==> src/rtl/mem_pkg.sv <==
// Shared types and constants for the memory-stage load/store unit:
// FSM states, func3 access encodings, exception cause codes and size helpers.
package mem_pkg;

  typedef enum logic [1:0] {
    ST_IDLE,
    ST_REQ,
    ST_WAIT,
    ST_DONE
  } lsu_state_e;

  localparam logic [2:0] F3_B  = 3'd0;
  localparam logic [2:0] F3_H  = 3'd1;
  localparam logic [2:0] F3_W  = 3'd2;
  localparam logic [2:0] F3_D  = 3'd3;
  localparam logic [2:0] F3_BU = 3'd4;
  localparam logic [2:0] F3_HU = 3'd5;
  localparam logic [2:0] F3_WU = 3'd6;

  localparam logic [3:0] CAUSE_NONE        = 4'd0;
  localparam logic [3:0] CAUSE_ILLEGAL     = 4'd2;
  localparam logic [3:0] CAUSE_LD_MISALIGN = 4'd4;
  localparam logic [3:0] CAUSE_ST_MISALIGN = 4'd6;

  // Size code is func3[1:0]: 0 byte, 1 half, 2 word, 3 doubleword.
  function automatic logic [7:0] size_mask(input logic [1:0] size);
    case (size)
      2'd0:    size_mask = 8'h01;
      2'd1:    size_mask = 8'h03;
      2'd2:    size_mask = 8'h0F;
      default: size_mask = 8'hFF;
    endcase
  endfunction

  function automatic logic is_misaligned(input logic [1:0] size, input logic [2:0] offset);
    case (size)
      2'd0:    is_misaligned = 1'b0;
      2'd1:    is_misaligned = offset[0];
      2'd2:    is_misaligned = |offset[1:0];
      default: is_misaligned = |offset;
    endcase
  endfunction

endpackage

==> src/rtl/mem_stage_lsu_if.sv <==
// Cache request/response bus between the memory-stage LSU (master)
// and the data cache (slave).
interface mem_stage_lsu_if #(
  parameter int DATA_WIDTH = 64,
  parameter int ADDR_WIDTH = 64
);
  logic                  req_valid;
  logic                  req_ready;
  logic                  req_we;
  logic [ADDR_WIDTH-1:0] req_addr;
  logic [DATA_WIDTH-1:0] req_wdata;
  logic [7:0]            req_wstrb;
  logic                  resp_valid;
  logic [DATA_WIDTH-1:0] resp_data;

  modport master (
    output req_valid, req_we, req_addr, req_wdata, req_wstrb,
    input  req_ready, resp_valid, resp_data
  );

  modport slave (
    input  req_valid, req_we, req_addr, req_wdata, req_wstrb,
    output req_ready, resp_valid, resp_data
  );
endinterface

==> src/rtl/load_align.sv <==
// Combinational load aligner: moves the addressed bytes of a raw doubleword
// down to bit 0 and sign- or zero-extends them according to func3.
module load_align
  import mem_pkg::*;
#(
  parameter int DATA_WIDTH = 64
) (
  input  logic [DATA_WIDTH-1:0] i_data,
  input  logic [2:0]            i_func3,
  input  logic [2:0]            i_offset,
  output logic [DATA_WIDTH-1:0] o_data
);

  logic        [DATA_WIDTH-1:0] w_shifted;
  logic signed [7:0]            w_byte;
  logic signed [15:0]           w_half;
  logic signed [31:0]           w_word;

  assign w_shifted = i_data >> {i_offset, 3'b000};
  assign w_byte    = w_shifted[7:0];
  assign w_half    = w_shifted[15:0];
  assign w_word    = w_shifted[31:0];

  // Size casts of the signed slices sign-extend; the unsigned ones zero-extend.
  always_comb begin
    o_data = w_shifted;
    case (i_func3)
      F3_B:    o_data = DATA_WIDTH'(w_byte);
      F3_H:    o_data = DATA_WIDTH'(w_half);
      F3_W:    o_data = DATA_WIDTH'(w_word);
      F3_BU:   o_data = DATA_WIDTH'(w_shifted[7:0]);
      F3_HU:   o_data = DATA_WIDTH'(w_shifted[15:0]);
      F3_WU:   o_data = DATA_WIDTH'(w_shifted[31:0]);
      default: o_data = w_shifted;
    endcase
  end

endmodule

==> src/rtl/mem_stage_lsu.sv <==
// Memory-stage load/store unit: turns a load/store into one doubleword cache
// transaction, stalling the pipeline until the cache responds.
module mem_stage_lsu
  import mem_pkg::*;
#(
  parameter int DATA_WIDTH = 64,
  parameter int ADDR_WIDTH = 64
) (
  input  logic                  i_clk,
  input  logic                  i_arst,
  input  logic                  i_mem_access,
  input  logic                  i_mem_we,
  input  logic [2:0]            i_func3,
  input  logic [ADDR_WIDTH-1:0] i_alu_result,
  input  logic [DATA_WIDTH-1:0] i_write_data,
  mem_stage_lsu_if.master       io_bus,
  output logic                  o_stall_mem,
  output logic [DATA_WIDTH-1:0] o_load_data,
  output logic                  o_done,
  output logic                  o_exception,
  output logic [3:0]            o_cause
);

  lsu_state_e            r_state;
  logic                  r_req_valid;
  logic                  r_req_we;
  logic [ADDR_WIDTH-1:0] r_req_addr;
  logic [DATA_WIDTH-1:0] r_req_wdata;
  logic [7:0]            r_req_wstrb;
  logic [2:0]            r_func3;
  logic [2:0]            r_offset;
  logic [DATA_WIDTH-1:0] r_load_data;
  logic                  r_done;

  logic [1:0]            w_size;
  logic [2:0]            w_offset;
  logic                  w_illegal;
  logic                  w_misaligned;
  logic                  w_accept;
  logic [DATA_WIDTH-1:0] w_aligned;

  assign w_size       = i_func3[1:0];
  assign w_offset     = i_alu_result[2:0];
  assign w_illegal    = (i_func3 == 3'd7);
  assign w_misaligned = is_misaligned(w_size, w_offset);
  assign w_accept     = (r_state == ST_IDLE) && i_mem_access && !w_illegal && !w_misaligned;

  load_align #(.DATA_WIDTH(DATA_WIDTH)) u_load_align (
    .i_data   (io_bus.resp_data),
    .i_func3  (r_func3),
    .i_offset (r_offset),
    .o_data   (w_aligned)
  );

  always_ff @(posedge i_clk) begin
    if (i_arst) begin
      r_state     <= ST_IDLE;
      r_req_valid <= 1'b0;
      r_req_we    <= 1'b0;
      r_req_addr  <= '0;
      r_req_wdata <= '0;
      r_req_wstrb <= '0;
      r_func3     <= '0;
      r_offset    <= '0;
      r_load_data <= '0;
      r_done      <= 1'b0;
    end else begin
      r_done <= 1'b0;
      case (r_state)
        ST_IDLE: begin
          if (w_accept) begin
            r_state     <= ST_REQ;
            r_req_valid <= 1'b1;
            r_req_we    <= i_mem_we;
            r_req_addr  <= {i_alu_result[ADDR_WIDTH-1:3], 3'b000};
            r_req_wdata <= i_write_data << {w_offset, 3'b000};
            r_req_wstrb <= size_mask(w_size) << w_offset;
            r_func3     <= i_func3;
            r_offset    <= w_offset;
          end
        end
        ST_REQ: begin
          if (io_bus.req_ready) begin
            r_state     <= ST_WAIT;
            r_req_valid <= 1'b0;
          end
        end
        ST_WAIT: begin
          if (io_bus.resp_valid) begin
            r_state <= ST_DONE;
            r_done  <= 1'b1;
            if (!r_req_we) r_load_data <= w_aligned;
          end
        end
        default: r_state <= ST_IDLE;
      endcase
    end
  end

  assign io_bus.req_valid = r_req_valid;
  assign io_bus.req_we    = r_req_we;
  assign io_bus.req_addr  = r_req_addr;
  assign io_bus.req_wdata = r_req_wdata;
  assign io_bus.req_wstrb = r_req_wstrb;

  assign o_load_data = r_load_data;
  assign o_done      = r_done;

  // Stall asserts in the accepting IDLE cycle so the instruction is held for the whole access.
  assign o_stall_mem = !i_arst &&
                       (w_accept || (r_state == ST_REQ) || (r_state == ST_WAIT));
  assign o_exception = !i_arst && (r_state == ST_IDLE) && i_mem_access &&
                       (w_illegal || w_misaligned);

  always_comb begin
    o_cause = CAUSE_NONE;
    if (o_exception) begin
      if (w_illegal)     o_cause = CAUSE_ILLEGAL;
      else if (i_mem_we) o_cause = CAUSE_ST_MISALIGN;
      else               o_cause = CAUSE_LD_MISALIGN;
    end
  end

endmodule

==> src/flat_wrapper.sv <==
// flat-port wrapper written by rule: the top's interface ports become plain ports
module mem_stage_lsu_flat import mem_pkg::*;
#(
  parameter int DATA_WIDTH = 64,
  parameter int ADDR_WIDTH = 64
)
  (i_clk, i_arst, i_mem_access, i_mem_we, i_func3, i_alu_result, i_write_data, o_stall_mem, o_load_data, o_done, o_exception, o_cause, io_bus_req_valid, io_bus_req_we, io_bus_req_addr, io_bus_req_wdata, io_bus_req_wstrb, io_bus_req_ready, io_bus_resp_valid, io_bus_resp_data);
  mem_stage_lsu_if #(.DATA_WIDTH(DATA_WIDTH), .ADDR_WIDTH(ADDR_WIDTH)) io_bus_i ();
  input  logic i_clk;
  input  logic i_arst;
  input  logic i_mem_access;
  input  logic i_mem_we;
  input  logic [2:0] i_func3;
  input  logic [ADDR_WIDTH-1:0] i_alu_result;
  input  logic [DATA_WIDTH-1:0] i_write_data;
  output logic o_stall_mem;
  output logic [DATA_WIDTH-1:0] o_load_data;
  output logic o_done;
  output logic o_exception;
  output logic [3:0] o_cause;
  output wire logic [$bits(io_bus_i.req_valid)-1:0] io_bus_req_valid;
  output wire logic [$bits(io_bus_i.req_we)-1:0] io_bus_req_we;
  output wire logic [$bits(io_bus_i.req_addr)-1:0] io_bus_req_addr;
  output wire logic [$bits(io_bus_i.req_wdata)-1:0] io_bus_req_wdata;
  output wire logic [$bits(io_bus_i.req_wstrb)-1:0] io_bus_req_wstrb;
  input wire logic [$bits(io_bus_i.req_ready)-1:0] io_bus_req_ready;
  input wire logic [$bits(io_bus_i.resp_valid)-1:0] io_bus_resp_valid;
  input wire logic [$bits(io_bus_i.resp_data)-1:0] io_bus_resp_data;
  assign io_bus_req_valid = io_bus_i.req_valid;
  assign io_bus_req_we = io_bus_i.req_we;
  assign io_bus_req_addr = io_bus_i.req_addr;
  assign io_bus_req_wdata = io_bus_i.req_wdata;
  assign io_bus_req_wstrb = io_bus_i.req_wstrb;
  assign io_bus_i.req_ready = io_bus_req_ready;
  assign io_bus_i.resp_valid = io_bus_resp_valid;
  assign io_bus_i.resp_data = io_bus_resp_data;
  mem_stage_lsu #(.DATA_WIDTH(DATA_WIDTH), .ADDR_WIDTH(ADDR_WIDTH)) u_core (.i_clk(i_clk), .i_arst(i_arst), .i_mem_access(i_mem_access), .i_mem_we(i_mem_we), .i_func3(i_func3), .i_alu_result(i_alu_result), .i_write_data(i_write_data), .io_bus(io_bus_i), .o_stall_mem(o_stall_mem), .o_load_data(o_load_data), .o_done(o_done), .o_exception(o_exception), .o_cause(o_cause));
endmodule
==> config.mk <==
export PLATFORM = sky130hd
export DESIGN_NAME = mem_stage_lsu_flat
export DESIGN_NICKNAME = d
export VERILOG_FILES = /design/src/rtl/mem_pkg.sv /design/src/rtl/mem_stage_lsu_if.sv /design/src/rtl/load_align.sv /design/src/rtl/mem_stage_lsu.sv /design/src/flat_wrapper.sv
export SDC_FILE = /design/constraint.sdc
export NUM_CORES = 1
export LEC_CHECK = 0
export CAP_MARGIN = 20
export CORE_ASPECT_RATIO = 1.25
export CORE_MARGIN = 1.5
export CORE_UTILIZATION = 43
export CTS_CLUSTER_SIZE = 20
export DETAILED_ROUTE_END_ITERATION = 16
export GPL_ROUTABILITY_DRIVEN = 0
export PLACE_DENSITY_LB_ADDON = 0.3
export SLEW_MARGIN = 20
export SYNTH_ARGS = -nofsm -noshare
export SYNTH_HDL_FRONTEND = slang
export SYNTH_SLANG_ARGS = --single-unit
==> constraint.sdc <==
create_clock -name i_clk -period 2.9 [get_ports i_clk]
set_input_delay 0.58 -clock i_clk [delete_from_list [all_inputs] [get_ports i_clk]]
set_output_delay 0.58 -clock i_clk [all_outputs]
set_load 0.01 [all_outputs]
# Word-level counts from Yosys, hierarchy flattened
# Cells that the tools add are included.
# classes
n_eq_ne	13
mux	17
div_mod_pow	0
n_reduce_logical	24
bitwise	2
add_sub_neg	0
n_shift	3
order_cmp	0
mul	0
# ops
cell	n
one-hot mux 64 bit (6 select lines)	1
<< shifter 64 x 6 -> 64 bit	1
right shift 64 x 6 -> 64 bit	1
2-to-1 mux 8 bit	3
one-hot mux 8 bit (3 select lines)	1
== test 3 bit, second input constant	4
AND reduction 3 bit	3
2-to-1 mux 2 bit	4
2-to-1 mux 4 bit	2
<< shifter 8 x 3 -> 8 bit	1
logical AND 1 bit	7
one-hot mux 2 bit (3 select lines)	1
== test 2 x 1 -> 1 bit, second input constant	2
== test 2 bit, second input constant	2
zero test 2 bit	2
inequality test 2 bit, second input constant	2
OR reduction 2 bit	2
== test 3 x 1 -> 1 bit, second input constant	1
== test 3 x 2 -> 1 bit, second input constant	1
zero test 1 bit	3
zero test 3 bit	1
logical OR 1 bit	3
2-to-1 mux 1 bit	3
one-hot mux 1 bit (3 select lines)	1
other kinds (6)	7
# totals
ramBits	0
input_bits	201
latchBits	0
word_cells	69
mem_bits_ro	0
memories	0
register_bits	208
output_inout_bits	209

# Longest topological paths before layout
# Gate-level depths: netlist of the first run.
# logic_depth
word_depth	8
mapped_depth	9

# By module
# A second synthesis of the first run with hierarchy kept.
# unflattened
hier_cells	1392
hier_area_um2	11304.6
# by_module_without_submodules
module	instances	seq_area_each_um2	area_each_um2	cells_each
mem_stage_lsu	1	4164.0	8966.1	1099
load_align	1	0.0	2338.5	293

# Worst setup path after synthesis of the first run
# No wires, ideal clock.
# synth_path
path_type	input-to-output
start	input port i_alu_result[0]
end	output port o_stall_mem
t_arrival_ps	1974
slack_ps	346
path_stages	6
path_cell_list	buf_2 -> o21ai_0 -> nand4b_1 -> clkbuf_1 -> clkbuf_1 -> a21oi_1
# synth_via
elab_chain_cells	7
word_cells_on_any_way	8
classes_between	mux (1); reduce/logical (7)
# synth_lines
item	line	source
start, declared	flat_wrapper.sv:14	input logic [ADDR_WIDTH-1:0] i_alu_result;
OR reduction 3 bit / OR reduction 2 bit (equally long branches)	mem_pkg.sv:40, mem_pkg.sv:39	
one-hot mux 1 bit (3 select lines) *	mem_pkg.sv:36	case (size)
zero test 1 bit *	mem_stage_lsu.sv:46	assign w_accept = (r_state == ST_IDLE) && i_mem_access && !w_illegal && !w_misaligned;
logical AND 1 bit *	mem_stage_lsu.sv:46	
logical OR 1 bit * (2 in series)	mem_stage_lsu.sv:111	(w_accept || (r_state == ST_REQ) || (r_state == ST_WAIT));
logical AND 1 bit *	mem_stage_lsu.sv:110	assign o_stall_mem = !i_arst &&
end, declared	flat_wrapper.sv:16	output logic o_stall_mem;
# Mark *: on every way between the ends. The rest lies on a longest branch, timed or not.

# Worst setup path in the final report of the first run
# layout_path
start	register u_core.r_state[0]
end	output port o_exception
# layout_via
elab_chain_cells	4
# layout_lines
item	line	source
start, declared	mem_stage_lsu.sv:24	lsu_state_e r_state;
start signal, assigned	mem_stage_lsu.sv:57	r_state <= ST_IDLE;
start signal, assigned	mem_stage_lsu.sv:72	r_state <= ST_REQ;
start signal, assigned	mem_stage_lsu.sv:84	r_state <= ST_WAIT;
zero test 2 bit	mem_stage_lsu.sv:112	assign o_exception = !i_arst && (r_state == ST_IDLE) && i_mem_access &&
logical AND 1 bit (3 in series)	mem_stage_lsu.sv:112	
end, declared	flat_wrapper.sv:19	output logic o_exception;
# No other way between the ends.

==> results of run 1 <==
[logic make-up after synthesis]
| family | after synthesis | share of synthesized area [%] |
|---|---|---|
| adder cells (fa/ha/maj) | 4 | 0.458 |
| buffers and inverters | 141 | 5.37 |
| AND/OR/NAND/NOR | 487 | 19.1 |
| multiplexers | 140 | 17.6 |
| flip-flops | 208 | 38.1 |
| other | 1 | 0.0343 |
| AO/OA/AOI/OAI | 330 | 19.3 |
[repair_timing]
item	CTS	global route
hold endpoints to repair	0	0
resized for setup	6	2
gates cloned	0	0
setup buffers	0	0
setup endpoints to repair	4	2
[through the flow]
stage	power, uW	cell area (um^2)
6_report	9070	16000
3_3_place_gp	6160	15300
2_1_floorplan	4830	10900
3_5_place_dp	6210	15300
5_1_grt	9460	16000
4_1_cts	9110	16000
[worst register-to-register path, stage by stage (launching register included)]
cell	delay, ns
dfxtp_1	0.40
inv_2	0.08
ha_4	0.19
nand2_1	0.10
nand4b_1	0.15
buf_4	0.35
buf_4	0.63
nand2_1	0.16
a21oi_1	0.19
[sequential cells by signal, summed over array words and instances (netlist names)]
signal,count
u_core.io_bus.req_wstrb,8
u_core.io_bus.req_valid,1
u_core.o_done,1
u_core.r_offset,3
u_core.r_state,2
u_core.io_bus.req_we,1
u_core.o_load_data,64
u_core.io_bus.req_addr,61
u_core.r_func3,3
u_core.io_bus.req_wdata,64
[layer usage]
layer / wire [um] / vias up
met1: 14800 / 5271
met2: 20200 / 512
met5: 0 / -
met3: 3430 / 93
li1: - / 5338
met4: 1700 / 0
[cell usage after synthesis, drive strengths merged, types with 20 or more instances]
library cell	n
mux4	40
nor2	178
nor3	20
o21ai	46
a211oi	59
a311oi	33
dfxtp	208
clkbuf	93
nand2	212
mux2i	81
a21oi	143
buf	36
[cells in the final DEF, fill, tap and decap left out, types with 3 or more instances in the layout]
cell type | netlist | routed
nor3b_1 | 6 | 6
or3_1 | 3 | 3
conb_1 | 1 | 5
ha_1 | 4 | 3
a31oi_1 | 12 | 11
a21o_1 | 4 | 4
clkdlybuf4s50_1 | 0 | 398
nand3_1 | 10 | 10
mux2_2 | 19 | 19
clkinvlp_4 | 0 | 3
nor3_1 | 20 | 20
a211oi_1 | 59 | 59
or2_2 | 5 | 5
nand2_1 | 212 | 212
and2_1 | 7 | 7
clkbuf_1 | 93 | 5
nand2b_1 | 9 | 8
o21ai_0 | 46 | 45
nor2b_1 | 10 | 10
mux4_2 | 40 | 40
a311oi_1 | 23 | 22
a2111oi_0 | 5 | 5
inv_1 | 12 | 10
a21oi_1 | 143 | 143
dfxtp_1 | 208 | 206
mux2i_1 | 81 | 81
clkbuf_16 | 0 | 22
buf_4 | 6 | 33
clkbuf_8 | 0 | 3
buf_12 | 0 | 7
a311oi_2 | 10 | 10
nand3b_1 | 19 | 19
a22oi_1 | 18 | 18
nor2_1 | 178 | 177
[path summary, 6_finish.rpt]
check                              start                          end  slack, ns
min          u_core.io_bus.req_wdata[43]  u_core.io_bus.req_wdata[43]       0.44
max reg2reg            u_core.r_state[1]   u_core.io_bus.req_addr[55]       0.56
max                    u_core.r_state[0]                  o_exception       0.08
min reg2reg  u_core.io_bus.req_wdata[43]  u_core.io_bus.req_wdata[43]       0.44
[final cells by class]
type | count | share of cell area [%]
inverter | 12 | 0.281
clock inverter | 10 | 0.789
clock buffer | 30 | 3.81
multi-input combinational | 966 | 39.0
tap | 335 | 2.62
timing repair buffer | 443 | 27.5
sequential | 208 | 26.0
[report_power, final]
part	switching (uW)	leakage (uW)	internal, uW
Clock	1210	0.000351	1670
Sequential	191	0.00169	3160
Combinational	1460	0.00350	1370
Total	2870	0.00554	6200
==> results.md, run 1 <==
- Core Box Area: around 25000 um^2
- Max-Cap Viols: 0
- Vias per Instance: approximately 5.6
- Relative slew slack: between 30% and 40%
- GR Util met1: about a third
- IO Pins: just over 400
- Critical Path Max Stage Delay: approximately 0.52 ns
- Post-synthesis sequential area ratio: around two fifths
- Fin Hold WS: 0.436 ns
- H-tree depth: 1
- Number of buffers and inverters on the critical path: 3
- Initial antenna violation count: 0
- Crit path max-delay family: buffers and inverters
- Fin crit period: ~2.8 ns
- Hold Path Class: reg2reg
- Worst-path clk slew: about 0.070 ns
- Worst EP arrival: around 2.2 ns
- RSZ-0062 raised after global routing: false
- Seq. cell area: roughly 4200 um^2
- WP data required: 2.32 ns
- PnR worst setup slack: about 0.080 ns
- CP Capture Type: primary output
- Slew Viols, Final: 0
- Mapped Area: ~11000 um^2
- Leak: around 0.0055 uW
- CTS tree: built
- Crit Path Class: reg2out
- Largest net degree at the start of global routing: 200
- FP Rows: 65
- Crit-path cells: inv_2 -> ha_4 -> nand2_1 -> or2_2 -> nand2b_4 -> inv_1 -> clkdlybuf4s50_1
- Ys async rst share: 0%
- Placed cells: around 2000
- Main flop type after synthesis: dfxtp_1
- GRT met2 Usage: a little over half
- Max VDD drop: a little under 0.0005 V
- CTS max path bufs: 3
- Area leader, netlist: dfxtp_1
- Post-synthesis area per instance: between 8 and 9 um^2
- DP HPWL: between 20 and 30 mm
- Synth top area share: 38.1%
- Met3 usage: ~6.7%
- Initial Util: 43.5%
- Drt drc: 0
- Hold Crit Depth: 2
- GR peak layer: met2
- Vias: 11200
- Final Hold Vio Count: 0
- Die ar.: around 26000 um^2
- Crit. path cell count: 7
- CTS Buf Count: 22
- Setup TNS: 0 ns
- Synth Register Bits: 208
- Synth top area cells: dfxtp_1 38%, mux4_2 8.2%, mux2i_1 7.4%
- Fin cells: 2004
- Worst R2R Path Depth: 8
- Period Utilization, post-route: a little over nine tenths
- Avg WL per Cell: ~20 um
- Synth warnings: 0
- Area Growth Syn to Fin: 46.7%
- Proportion of layout cells with a drive suffix above 1: under 10%
- First DRT Iteration DRCs: around 800
- Root Buffer: clkbuf_16
- CP Launch Type: register
- I/O Buffers: ~400
- WL final: around 40 mm
- Multi-input logic area: 6250 um^2
- GRT Util Overall: between 20% and 30%
- Worst-Margin Slew: around 0.91 ns
- Post-synthesis cell type count: slightly below 50
- # hold bufs at CTS: 0
- Clock Skew: roughly 0.016 ns
- CTS sink cnt: roughly 210
- Final setup fails: 0
- Final Util: between 60% and 70%
- N_diodes: 0
- First-pass GRT wire length: 61.2 mm
- DP Worst Slack: -0.0297 ns
- Vias in the first global route: ~11000
- Die H: 181 um
- Cells after Synth: ~1300
- Final nets: around 1900
- Outcome: complete, no violations
- Pwr Density: around 570 nW/um^2
- Clock latency on the worst-skew pair: approximately 0.51 ns
- Pre-antenna DRT Iters: 5
- Max Clk Rate: about 350 MHz
- GRT Residual Overflow: 0
- DIE WIDTH: approximately 150 um
- Slowest CP cell: clkdlybuf4s50_1
- Number of synthesized flops with an enable pin: 0
- Fill cells: around 2200
- Antenna-violating nets left: 0
- Critical-path maximum fanout: 4
Note: power is estimated with default switching activity, not from simulation.
==> inputs of run 2 (changes only) <==
Settings changed: CORE_UTILIZATION 43 to 41, HOLD_SLACK_MARGIN set to 0.03.
Clock period 2.9 ns to 2.3 ns, I/O delays scaled along.
==> run 2 against run 1 <==
Against the previous run:
- first-iteration DRC count is 2.7% higher
- count of clock-buffer cells in the layout is the same
- non-clock buffer count up 50
- register-to-register slack got worse by 0.50 ns
- die area increased by 4.8%
- critical path depth unchanged
- final cell count rose by 2.7%
- power rose by 31%
- combinational power increased by 36%
- critical path type unchanged
==> results.md, run 2 (same netlist as run 1, synthesis figures left out) <==
- Outcome: complete, no violations
- Crit Path Class: reg2out
- H-tree depth: 1 (unchanged)
- Clock Skew: 0.00861 ns (-0.00711 ns)
- I/O Buffers: 404 (unchanged)
- Worst R2R Start: u_core.r_offset[1]
- Internal power: 8150 uW (+31%)
- Final nets: 1909 (+2.7%)
- Initial antenna violation count: 0 (unchanged)
- Final setup fails: 0 (unchanged)
- GR peak layer: met2
- Leak: 0.00582 uW (+5.1%)
- Pwr Density: 718 nW/um^2 (+27%)
- Clk pwr share: 31.8% (about the same)
- Crit path from: u_core.r_state[0]
- Gate power share: 32.5% (+1.2 points)
- Slew Viols, Final: 0 (unchanged)
- Relative slew slack: 35.3% (-3.8 points)
- Worst EP arrival: 1.80 ns (-0.44 ns)
- Proportion of layout cells with a drive suffix above 1: 13.1% (+3.3 points)
- CTS tree: built
- CP Launch Type: register
- Min-delay src: u_core.io_bus.req_wdata[43]
- IO Pins: 410 (unchanged)
- DIE WIDTH: 149 um (+2.4%)
- Critical-path maximum fanout: 3 (-1)
- WL final: 41.2 mm (+2.6%)
- Period Utilization, post-route: a little over nine tenths
- GR Util met1: 32.5% (-0.99 points)
- Fin crit period: roughly 2.3 ns
- CTS sink cnt: 208 (unchanged)
- Worst-Margin Slew: 0.970 ns (+0.0564 ns)
- Largest net degree at the start of global routing: 200 (unchanged)
- Met3 usage: 6.91% (+0.25 points)
- GRT Util Overall: 28.4% (-0.93 points)
- Worst-path clk slew: 0.06 ns (about the same)
- First DRT Iteration DRCs: 835 (+2.7%)
- Root Buffer: clkbuf_16
- Die ar.: 27600 um^2 (+4.8%)
- Clock latency on the worst-skew pair: 0.52 ns (about the same)
- Most frequent cells in the layout: 396 x clkdlybuf4s50_1, 211 x nand2_1, 204 x dfxtp_1
- FP Rows: 66 (+1.5%)
- DP HPWL: 30.7 mm (+4.3%)
- Drt drc: 0 (unchanged)
- Tot Pwr: 11900 uW (+31%)
- Vias: 11400 (+1.8%)
- Seq pwr share: 35.7% (-1.2 points)
- Avg WL per Cell: 20.0 um (-0.18%)
- N_diodes: 0 (unchanged)
- Fin Hold WS: 0.451 ns (+0.0153 ns)
- Core Box Area: 26100 um^2 (+3.8%)
- CTS max path bufs: 3 (unchanged)
- GRT met2 Usage: 49.7% (-2.6 points)
- Max-Cap Viols: 0 (unchanged)
- Max VDD drop: 0.000675 V (+40%)
- Area Growth Syn to Fin: 51.2%
- Final Hold Vio Count: 0 (unchanged)
- First-pass GRT wire length: 60.9 mm (-0.38%)
- Fill cells: 2242 (+3.9%)
- Placed cells: 2018 (+2.7%)
- Max Clk Rate: approximately 440 MHz
- Seq. cell area: 4170 um^2 (+0.18%)
- Final Util: 63.3% (-0.45 points)
- Antenna-violating nets left: 0 (unchanged)
- NetSw: 3720 uW (+30%)
- Initial Util: 41.9% (-1.6 points)
- Vias in the first global route: 10800 (-0.36%)
- Vias per Instance: 5.54 (-0.95%)
- WP data required: 1.84 ns (-0.48 ns)
- # hold bufs at CTS: 0 (unchanged)
- Fin cells: 2059 (+2.7%)
- Pre-antenna DRT Iters: 7 (+2)
- Commonest non-fill, non-tap cell in the layout: clkdlybuf4s50_1
- CP Capture Type: primary output
- CTS Buf Count: 23 (+4.5%)
- GRT Residual Overflow: 0 (unchanged)
- Multi-input logic area: 6260 um^2 (+0.24%)
- Sw Ratio: 31.3% (-0.27 points)
- Die H: 186 um (+2.4%)
- Hold Path Class: reg2reg
- RSZ-0062 raised after global routing: true
-- run 2: cell count changes in the layout (fill, tap and decap cells not counted), moves of 2 or more --
cell             change
buf_12               +7
buf_4               +43
buf_2                +4
dfxtp_4              +2
clkbuf_8             -2
dfxtp_1              -2
clkdlybuf4s50_1      -2
dlygate4sd2_1        -2
-- run 2: final cells by class --
class | instances | share of cell area [%]
clock buffer | 30 | 3.70
timing repair buffer | 493 | 29.4
sequential | 208 | 25.3
multi-input combinational | 966 | 37.9
inverter | 12 | 0.273
clock inverter | 10 | 0.894
tap | 340 | 2.57
-- run 2: power by group through the flow --
stage / registers [uW] / clock network (uW) / logic, uW
final: 4230 / 3780 / 3850
after global routing: 4270 / 4020 / 4120
after detailed placement: 4300 / 0 / 3790
after floorplan: 4400 / 0 / 1690
after CTS: 4230 / 3870 / 3830
after global placement: 4290 / 0 / 3730
-- run 2: path summary, 6_finish.rpt --
path	to	slack, ns	cells past startpoint
max	o_cause[2]	0.04	7
min	u_core.io_bus.req_wdata[43]	0.45	2
min reg2reg	u_core.io_bus.req_wdata[43]	0.45	2
max reg2reg	u_core.o_load_data[47]	0.06	7
-- run 2: per-layer routing --
metal	part of all wire (%)	wire, um
met1	36	14800
met2	50	20800
met3	9.5	3890
met4	4.3	1770
met5	0	0
-- run 2: what timing repair did --
item,4_1_cts,5_1_grt
setup endpoints to repair,4,54
buffers inserted,0,1
pin swaps,2,4
gates resized for setup,25,7
-- run 2: critical path: stages (launching register included) --
cell and delay (ns):
dfxtp_2 0.32, inv_2 0.07, ha_4 0.16, nand2_2 0.05, or2_4 0.23, nand2b_4 0.15, a31oi_1 0.14, buf_2 0.16
-- run 2: stage by stage --
step           instance area [um^2]  setup TNS, ns  worst slack (ns)
2_1_floorplan                 10900              0            0.0910
3_3_place_gp                  15700         -20.74            -0.347
3_5_place_dp                  15700         -26.77            -0.379
4_1_cts                       16500              0           0.00495
5_1_grt                       16500        -0.0383           -0.0383
6_report                      16500              0            0.0352
